<file path="src/rtl/array_ram_clr.sv">
// array_ram_clr: single-clock RAM with byte-enable writes and a sequenced
// full-memory clear that also runs automatically after reset.
// Reads take 1 cycle (OUT_REG=0) or 2 cycles (OUT_REG=1).
// Optional feature macro: ARRAY_RAM_BYPASS_EN. When it is defined, a read
// to the address being written in the same cycle returns the merged word.
// When it is not defined, that read returns the old stored word.
module array_ram_clr #(
  parameter int WIDTH   = 16,
  parameter int DEPTH   = 16,
  parameter int ADDR    = 4,
  parameter int OUT_REG = 0
) (
  input  logic               clk,
  input  logic               rst_n,
  input  logic               clr_req,
  output logic               clr_busy,
  input  logic               write_en,
  input  logic [ADDR-1:0]    write_addr,
  input  logic [WIDTH-1:0]   write_data,
  input  logic [WIDTH/8-1:0] write_be,
  input  logic               read_en,
  input  logic [ADDR-1:0]    read_addr,
  output logic [WIDTH-1:0]   read_data,
  output logic               read_valid
);

  localparam int NB = WIDTH / 8;
  localparam logic [ADDR-1:0] LAST_CNT = ADDR'(DEPTH - 1);
  localparam logic [ADDR:0]   DEPTH_X  = (ADDR + 1)'(DEPTH);

  typedef enum logic {
    IDLE  = 1'b0,
    CLEAR = 1'b1
  } state_e;

  state_e          state_q, state_d;
  logic [ADDR-1:0] cnt_q, cnt_d;

  logic [WIDTH-1:0] mem [DEPTH];

  logic             in_idle;
  logic             wr_in_range;
  logic             rd_in_range;
  logic             wr_ok;
  logic             rd_fire;
  logic [WIDTH-1:0] rd_word;
  logic [WIDTH-1:0] rd_mem;

  logic             rd_valid1_q;
  logic [WIDTH-1:0] rd_data1_q;

  // Accesses are honoured only in IDLE. An out-of-range address is never used to index the array.
  assign in_idle     = (state_q == IDLE);
  assign wr_in_range = ({1'b0, write_addr} < DEPTH_X);
  assign rd_in_range = ({1'b0, read_addr} < DEPTH_X);
  assign wr_ok       = in_idle && write_en && wr_in_range;
  assign rd_fire     = in_idle && read_en;
  assign clr_busy    = (state_q == CLEAR);

  // State and clear counter. Reset parks the FSM in CLEAR at word 0, so a full clear follows reset.
  always_ff @(posedge clk or negedge rst_n) begin
    if (!rst_n) begin
      state_q <= CLEAR;
      cnt_q   <= '0;
    end else begin
      state_q <= state_d;
      cnt_q   <= cnt_d;
    end
  end

  // Next state. A clear request is ignored while a clear is already running.
  always_comb begin
    state_d = state_q;
    cnt_d   = cnt_q;
    unique case (state_q)
      IDLE: begin
        if (clr_req) begin
          state_d = CLEAR;
          cnt_d   = '0;
        end
      end
      CLEAR: begin
        if (cnt_q == LAST_CNT) begin
          state_d = IDLE;
          cnt_d   = '0;
        end else begin
          cnt_d = cnt_q + 1'b1;
        end
      end
      default: begin
        state_d = CLEAR;
        cnt_d   = '0;
      end
    endcase
  end

  // Memory array, which has no reset. The clear sequence zeroes one word per cycle. Outside a clear, byte-enabled writes update the array.
  always_ff @(posedge clk) begin
    if (state_q == CLEAR) begin
      mem[cnt_q] <= '0;
    end else if (wr_ok) begin
      for (int k = 0; k < NB; k++) begin
        if (write_be[k]) begin
          mem[write_addr][8*k +: 8] <= write_data[8*k +: 8];
        end
      end
    end
  end

  // Stored word at the read address. An out-of-range read returns zero.
  always_comb begin
    rd_word = '0;
    if (rd_in_range) begin
      rd_word = mem[read_addr];
    end
  end

  // Read-during-write selection for a same-cycle access to the same address.
  always_comb begin
    rd_mem = rd_word;
`ifdef ARRAY_RAM_BYPASS_EN
    if (wr_ok && (write_addr == read_addr)) begin
      for (int k = 0; k < NB; k++) begin
        if (write_be[k]) begin
          rd_mem[8*k +: 8] = write_data[8*k +: 8];
        end
      end
    end
`endif
  end

  // First read stage. The data register updates only on a read, so the output holds between reads.
  always_ff @(posedge clk or negedge rst_n) begin
    if (!rst_n) begin
      rd_valid1_q <= 1'b0;
      rd_data1_q  <= '0;
    end else begin
      rd_valid1_q <= rd_fire;
      if (rd_fire) begin
        rd_data1_q <= rd_mem;
      end
    end
  end

  generate
    if (OUT_REG == 0) begin : g_lat1
      assign read_data  = rd_data1_q;
      assign read_valid = rd_valid1_q;
    end else begin : g_lat2
      logic             rd_valid2_q;
      logic [WIDTH-1:0] rd_data2_q;

      // Optional output register. Reset flushes it, so an in-flight read never appears after reset.
      always_ff @(posedge clk or negedge rst_n) begin
        if (!rst_n) begin
          rd_valid2_q <= 1'b0;
          rd_data2_q  <= '0;
        end else begin
          rd_valid2_q <= rd_valid1_q;
          if (rd_valid1_q) begin
            rd_data2_q <= rd_data1_q;
          end
        end
      end

      assign read_data  = rd_data2_q;
      assign read_valid = rd_valid2_q;
    end
  endgenerate

endmodule
</file>
<file path="config.mk">
export PLATFORM = sky130hd
export DESIGN_NAME = array_ram_clr
export DESIGN_NICKNAME = d
export VERILOG_FILES = /design/src/rtl/array_ram_clr.sv
export SDC_FILE = /design/constraint.sdc
export NUM_CORES = 1
export LEC_CHECK = 0
export CORE_ASPECT_RATIO = 0.7
export CORE_MARGIN = 2
export CORE_UTILIZATION = 45
export CTS_CLUSTER_DIAMETER = 80
export DETAILED_ROUTE_END_ITERATION = 12
export SETUP_SLACK_MARGIN = 0.05
export SYNTH_ARGS = -nofsm -noshare
export SYNTH_HDL_FRONTEND = slang
export SYNTH_SLANG_ARGS = --single-unit
</file>
<file path="constraint.sdc">
create_clock -name clk -period 2.98 [get_ports clk]
set_clock_uncertainty 0.15 [all_clocks]
set_input_delay 0.596 -clock clk [delete_from_list [all_inputs] [get_ports clk]]
set_output_delay 0.596 -clock clk [all_outputs]
set_load 0.02 [all_outputs]
</file>
* Word-level counts from Yosys, hierarchy flattened
Memory sizes are Yosys's and may differ from the RTL's. A register that Yosys moved wholly into a read port is not among the register bits.
Index checks and enable logic that the tools add are counted.
** Word-level totals
- Register bits after elaboration :: 6
- RAM bits :: 256
- Input port bits :: 31
- Output and inout bits :: 18
- Word-level logic and storage cells :: 31
- Memories :: 1
** Operators by class
- Add/subtract/negate cells :: 1
- Equality and inequality tests :: 2
- Multiplexer cells :: 19
- Bitwise gates (word level) :: 1
- Reductions and logical operators :: 4
** Memory list
- mem :: words 16, bits a word 16, read ports 1, clocked after memory_dff 1, wr ports 1, RTL line 39 : logic [WIDTH-1:0] mem [DEPTH];
** Operators with widths (number)
- 2-to-1 mux 16 bit :: 1
- OR reduction 16 bit :: 1
- 2-to-1 mux 1 bit :: 12
- 2-to-1 mux 4 bit :: 3
- one-hot mux 4 bit (2 select lines) :: 1
- adder 4 x 1 -> 4 bit, second input constant :: 1
- == test 4 bit, second input constant :: 1
- logical AND 1 bit :: 2
- 2-to-1 mux 2 bit :: 1
- != test 2 bit, second input constant :: 1
- one-hot mux 1 bit (2 select lines) :: 1
- logical NOT 1 bit :: 1
- NOT 1 bit :: 1

* Longest topological paths before layout
Gate-level depths: netlist (run 1).
- Depth in word-level cells :: 7
- Mapped depth :: 8
- Depth with buffers taken out :: 5

* Least setup slack after synthesis (run 1)
OpenSTA, ideal clock, no wires.
- Path kind :: in2reg
- Start point :: input port write_be[0]
- End point :: memory mem[11][0] (enable)
- Setup time :: 383 ps
- Arrival :: 2165 ps
- Data required time :: 2447 ps
- Slack :: 282 ps
- Stages :: 5
- Path buffers :: 1
- Cells stage by stage :: nor2_1 > nor3b_4 > buf_6 > mux2_4 > nor3_1
** On the way
- Longest elaborated chain between the ends :: 6
- Elaborated cells between the ends (all ways) :: 7
- Classes of those cells :: 6 x mux; 1 x reduce/logical
** RTL lines
- from (decl) :: RTL line 20 : input logic [WIDTH/8-1:0] write_be,
- 2-to-1 mux 1 bit * :: RTL line 103 : if (write_be[k]) begin
- 2-to-1 mux 1 bit * :: RTL line 101 : end else if (wr_ok) begin
- 2-to-1 mux 1 bit * :: RTL line 99 : if (state_q == CLEAR) begin
- 2-to-1 mux 1 bit (not written as such) * :: RTL line 104 : mem[write_addr][8*k +: 8] <= write_data[8*k +: 8];
- OR reduction 16 bit (no source line)
- 2-to-1 mux 4 bit (no source line) / 2-to-1 mux 2 bit (equally long branches)
- to (decl) :: RTL line 39
Every way passes the cells marked *; elsewhere a longest branch is shown, timed or not.

* Final worst setup path (run 1)
- Start point :: input port write_be[0]
- End point :: memory mem[2][9] (enable)
** On the way
- Longest elaborated chain between the ends :: 6
- Elaborated cells between the ends (all ways) :: 7
- Classes of those cells :: 6 x mux; 1 x reduce/logical
** RTL lines (RTL line)
- 2-to-1 mux 1 bit * :: 103
- 2-to-1 mux 1 bit * :: 101
- 2-to-1 mux 1 bit * :: 99
- 2-to-1 mux 1 bit (not written as such) * :: 104
- OR reduction 16 bit (no source line) *
- 2-to-1 mux 4 bit (no source line) / 2-to-1 mux 2 bit (equally long branches)
Marked as above.

==> flow_metrics.tcl, run 1 <==
set metrics [dict create \
    timing.rr.end "mem[5][8]" \
    chipWidth_um 192 \
    synthTopCellsByArea "edfxtp_1 (69%), mux2i_1 (12%), dfrtp_1 (4.7%)" \
    num_rows 48 \
    cp_max_fo 8 \
    synth_top_cell_area_share_pct 69.0 \
    syn_avg_cell_area_um2 16.1 \
    final_area_um2 13300 \
    grt.overflow.total 0 \
    wl_met2_um 11000 \
    fin_util_pct 54.1 \
    holdCritPathClass "in2async" \
    route.vias.total 6367 \
    status "finished, final reports clean" \
    root_buffer "clkbuf_16" \
    top_level_ports 49 \
    insertion_delay_ns 0.53 \
    synth-warning-count 0 \
    tightest_slew_ns 1.17 \
    hold_viol 0 \
    finalCriticalPeriod_ns 2.80 \
    vdd_drop_max_mv 0.399 \
    antenna_found_initial 0 \
    critPathKind "in2reg" \
    cts_sinks 278 \
    port_buffers 48 \
    placed_area_um2 12400 \
    cts_tree "yes" \
    drt_first_pass_iters 5 \
    syn2layout_area_growth_pct 19.0 \
    coreArea_um2 24500 \
    rr_startpoint "clr_busy" \
    first_iter_violations 729 \
    yosysTopAreaCell "edfxtp_1" \
    met3WireLength_um 1770 \
    cts_buffers 27 \
    slew_violations 0 \
    routedWlPerCell_um 22.3 \
    fin_cells 1146 \
    synth_area_um2 11100 \
    post-place-cells 1096 \
    worstPathRequired_ns 2.98 \
    setup_ws_ns 0.185 \
    drive_gt1_share_pct 14.6 \
    clockBufferDepth 3 \
    routed_wl_um 25600 \
    yosys_most_used_dff "edfxtp_1" \
    p_leak_nw 4.81 \
    path_clk_slew_ns 0.06 \
    fin_crit_sh_pct 93.8 \
    synthDistinctLibCells 30 \
    ant_nets 0 \
    cp-start-kind "primary input" \
    whs_ns 0.280 \
    synth_cells 693 \
    first_global_vias 6285 \
    die_area_um2 26100 \
    max_freq_mhz 358 \
    grtUsageTotal_pct 20.2 \
    synth_most_common_cell "edfxtp_1" \
    grt_start_max_net_pins 41 \
    reg2reg_setup_slack_ns 0.30 \
    setup_violations 0 \
    place.gp.congestion 0.821 \
    ys_seq_area_share_pct 73.9 \
    cap_violations 0 \
    synthTopCellsByCount "edfxtp_1 (256), mux2i_1 (132), nand2_1 (57)" \
    hpwl_um 16900 \
    rsz0062_at_grt "false" \
    p_per_area_nw_per_um2 818 \
    num_antenna_cells 0 \
    grt_pass1_wl_um 38700 \
    vias_per_cell 5.56 \
    wl_met1_um 12600 \
    ys_seq_elements 278 \
    htreeDepth 1 \
    worst_r2r_path_depth 4 \
    postSynth.asyncResetShare_pct 7.91 \
    synth_nets 725 \
    initial_core_util_pct 45.5 \
    slew_headroom_pct 21.3 \
    nets 832 \
    end_kind "flop" \
    dr.max_layer_used "met4" \
    synth-edff-count 256 \
    drc 0 \
    crit_path_start "write_be[0]" \
    die_height_um 136 \
    pre_cts_slack_ns -0.408 \
    arrival_ns 2.80 \
]
==> cell families (layout without fill, tap and decap cells) <==
kind of cell | count (synthesis) | in the layout | synth area share, %
compound gates | 59 | 59 | 3.81
fa+ha+maj | 1 | 1 | 0.112
buf+inv | 41 | 169 | 1.87
flops | 278 | 278 | 73.9
mux | 136 | 136 | 12.3
simple gates | 178 | 178 | 7.96
==> layer usage <==
metal | vias up | GRT usage (%)
met3 | 25 | 3.65
met4 | 0 | 3.44
met5 | - | 0
met2 | 227 | 28.9
li1 | 2897 | -
met1 | 3218 | 32.4
==> critical path, cell delays in order <==
cell and delay, ns:
clkdlybuf4s50_1 0.49, nor2_1 0.08, nor3b_4 0.18, buf_4 0.19
mux2i_1 0.09, buf_4 0.15, buf_4 0.13, nor3_1 0.89
==> how the worst max path moves through the flow <==
stage	end	slack (ns)	depth (start not counted)
finish	mem[2][9]	0.18	8
global placement	mem[8][15]	-0.32	7
floorplan	mem[11][0]	0.28	5
detailed placement	mem[9][7]	-0.41	7
global route	mem[2][9]	0.07	8
CTS	mem[9][15]	0.19	7
==> state kept, by name, summed over array words and instances, names as in the netlist <==
name,flops
clr_busy,1
cnt_q,4
mem,256
read_data,16
read_valid,1
==> what timing repair did <==
item / in CTS / in global routing
hold buffers: 0 / 0
resized for setup: 0 / 4
setup buffers: 0 / 0
endpoints found under the setup margin: 0 / 27
==> power breakdown <==
part | switching, W | internal, W | leakage, nW
Combinational | 0.00128 | 0.000889 | 1.77
Sequential | 0.000264 | 0.00512 | 2.62
Clock | 0.00139 | 0.00189 | 0.414
Total | 0.00294 | 0.00791 | 4.81
==> layout make-up <==
type | instances | area, µm²
Fill cell | 1986 | 11200
Sequential cell | 278 | 8240
Multi-Input combinational cell | 374 | 2730
Timing Repair Buffer | 118 | 1040
Clock buffer | 39 | 741
Tap cell | 325 | 407
Clock inverter | 11 | 104
Inverter | 1 | 3.75
==> cells in the final DEF, fill, tap and decap left out, types with 3 or more instances in the layout <==
cell type and n:
dfrtp_1 21, clkbuf_1 10, nand3_1 33, and2_1 18
nand4_1 16, buf_12 3, nor3_2 5, o21ai_0 6
buf_4 67, nand2_1 57, clkdlybuf4s50_1 47, clkinv_2 4
nor2b_1 9, clkbuf_16 27, nor2_1 7, edfxtp_1 256
a22oi_1 48, mux2i_1 132, clkinv_1 4, nor3_1 27
==> metrics by stage <==
stage	total power, W	setup TNS [ns]
after floorplan	0.00651	0
after global placement	0.00756	-24.39
after detailed placement	0.00762	-28.10
after CTS	0.0109	0
after global routing	0.0113	0
final	0.0108	0
Note: power is estimated with default switching activity, not from simulation.
==> run 2: changes to the inputs <==
- ABC_AREA: not set -> 1
==> flow_metrics.tcl, run 2 <==
set metrics [dict create \
    use_met3_pct 4.07 \
    path_clk_slew_ns 0.07 \
    grt_start_max_net_pins 113 \
    syn_avg_cell_area_um2 11.0 \
    drive_gt1_share_pct 11.0 \
    synth-edff-count 256 \
    worstPathRequired_ns 2.23 \
    route.vias.total 7857 \
    largest_register_ffs 256 \
    ys_seq_area_share_pct 71.3 \
    multiInputGateArea_um2 2910 \
    pwr-share-comb_pct 20.4 \
    grt.overflow.total 0 \
    p_leak_nw 5.39 \
    largest_register "mem" \
    die_height_um 138 \
    slew_violations 0 \
    grtUsageTotal_pct 22.0 \
    cts_buffers 26 \
    cp_max_fo 8 \
    critPathKind "reg2out" \
    synth_area_um2 11500 \
    max_freq_mhz 398 \
    layout_commonest_cell "nand2_1" \
    die_area_um2 27000 \
    timing.rr.end "mem[12][1]" \
    routedWlPerCell_um 19.9 \
    max_stage_delay_ns 0.63 \
    reg2reg_setup_slack_ns 0.60 \
    clockBufferDepth 3 \
    hold_viol 0 \
    switching_share_pct 28.7 \
    vias_per_cell 5.31 \
    antenna_found_initial 0 \
    cts_tree "yes" \
    grt-busiest-layer "met1" \
    top_level_ports 49 \
    fillers 2212 \
    worst_r2r_path_depth 8 \
    cp-start-kind "flop" \
    p_seq_share_pct 50.0 \
    yosys_most_used_dff "edfxtp_1" \
    cap_violations 0 \
    fin_cells 1481 \
    setup_violations 0 \
    num_rows 49 \
    yosysTopAreaCell "edfxtp_1" \
    first_iter_violations 971 \
    htreeDepth 1 \
    cp.depth 1 \
    synthTopCellsByCount "nand2_1 (409), edfxtp_1 (256), nand3_1 (194)" \
    nets 1164 \
    port_buffers 48 \
    status "finished, final reports clean" \
    arrival_ns 1.77 \
    synth_most_common_cell "nand2_1" \
    syn2layout_area_growth_pct 17.1 \
    seq_area_um2 8240 \
    finalCriticalPeriod_ns 2.52 \
    synth_top_cell_area_share_pct 66.6 \
    grtUsageMet1_pct 37.6 \
    switchingPower_w 0.00312 \
    post-cts-setup-buffers 0 \
    ys_seq_elements 278 \
    cts_sinks 278 \
    clock_power_share_pct 29.7 \
    crit_path_start "clr_busy" \
    cp_top_family "buffers and inverters" \
    routed_wl_um 29500 \
    fin_crit_sh_pct 84.4 \
    cts_resized 0 \
    chipWidth_um 195 \
    end_kind "primary output" \
    insertion_delay_ns 0.54 \
    grt_use_met2_pct 29.3 \
    slew_headroom_pct 61.7 \
    drc 0 \
    synth_cells 1047 \
    final_cell_mix "nand2_1 (409), edfxtp_1 (256), nand3_1 (194), buf_4 (63), nor2_1 (50)" \
    tightest_slew_ns 0.574 \
    drt_first_pass_iters 5 \
    holdCritPathClass "in2async" \
    initial_core_util_pct 45.4 \
    critPathCapture "clr_busy" \
    rsz0062_at_grt "false" \
    crit_chain "clkdlybuf4s50_1" \
    post-place-cells 1435 \
    coreArea_um2 25400 \
    p_per_area_nw_per_um2 805 \
    fin_tns_setup_ns 0 \
    place.gp.congestion 0.850 \
    p_int_w 0.00776 \
    first_global_vias 7251 \
    grt_pass1_wl_um 44400 \
    synthDistinctLibCells 24 \
    synthTopCellsByArea "edfxtp_1 (67%), nand2_1 (13%), nand3_1 (8.4%)" \
    postSynth.asyncResetShare_pct 7.91 \
    hold_buffers 0 \
    num_antenna_cells 0 \
    path_buf_inv 1 \
    synth-warning-count 0 \
    hpwl_um 19600 \
    ant_nets 0 \
    synth_nets 1079 \
    rr_startpoint "clr_busy" \
    vdd_drop_max_mv 0.463 \
    crit_slowest_cell "clkdlybuf4s50_1" \
    root_buffer "clkbuf_16" \
]
==> run 2: power by group through the flow <==
stage / clock network, W / logic (W) / registers, W
CTS: 0.00327 / 0.00221 / 0.00544
floorplan: 0 / 0.00115 / 0.00557
finish: 0.00323 / 0.00222 / 0.00544
global route: 0.00342 / 0.00241 / 0.00551
global placement: 0 / 0.00218 / 0.00551
detailed placement: 0 / 0.00220 / 0.00551
==> run 2: layout make-up <==
| type | instances | area share [%] |
|---|---|---|
| flip-flops and latches | 278 | 60.9 |
| multi-input cells | 680 | 21.5 |
| repair buffers | 114 | 7.53 |
| clock buffers | 30 | 5.08 |
| well taps | 331 | 3.06 |
| clock inverters | 16 | 0.980 |
| inverters | 32 | 0.906 |
==> run 2: kinds of logic (layout without fill, tap and decap cells) <==
family	count (synthesis)	count (layout)	share of synthesized area, %
xor+xnor	2	2	0.152
buf+inv	89	192	3.43
fa+ha+maj	1	1	0.108
compound gates	13	13	1.04
flops	278	278	71.3
simple gates	664	664	23.9
==> run 2: worst min path at each step <==
| stage | slack [ns] | from | cells after the start | end |
|---|---|---|---|---|
| final | 0.26 | rst_n | 2 | read_data[12] |
| after global routing | 0.27 | rst_n | 2 | read_valid |
| after CTS | 0.25 | rst_n | 2 | read_data[9] |
| after detailed placement | 0.32 | read_data[1] | 2 | read_data[1] |
| after global placement | 0.32 | read_data[3] | 2 | read_data[3] |
| after floorplan | 0.15 | rst_n | 0 | cnt_q[0] |
==> run 2: stage by stage <==
| step | cell area [µm²] | power, W | hold slack (ns) | utilization [%] | setup slack, ns |
|---|---|---|---|---|---|
| floorplan | 11500 | 0.00672 | 0.150 | - | 0.742 |
| global placement | 12700 | 0.00768 | 0.317 | 49.9 | 0.0838 |
| detailed placement | 12700 | 0.00771 | 0.317 | 49.9 | 0.0467 |
| CTS | 13500 | 0.0109 | 0.249 | 53.2 | 0.444 |
| global route | 13500 | 0.0113 | 0.269 | 53.2 | 0.414 |
| finish | 13500 | 0.0109 | 0.259 | 53.2 | 0.465 |
==> run 2: layer usage <==
layer  part of all wire, %  vias to the layer above  wire (µm)
li1                      -                     3725          -
met1                    49                     3701      14300
met2                    40                      401      11800
met3                    10                       30       3050
met4                   1.2                        0        354
met5                     0                        -          0
==> run 2: worst reg2reg max path, cell delays in order (launching register included) <==
cell and delay [ns]:
dfstp_2 0.62, nor2_2 0.08, o21ai_4 0.16, buf_4 0.29, o21ai_4 0.08, nor2_2 0.25, nand2_1 0.13, nor2_1 0.13
buf_4 0.20
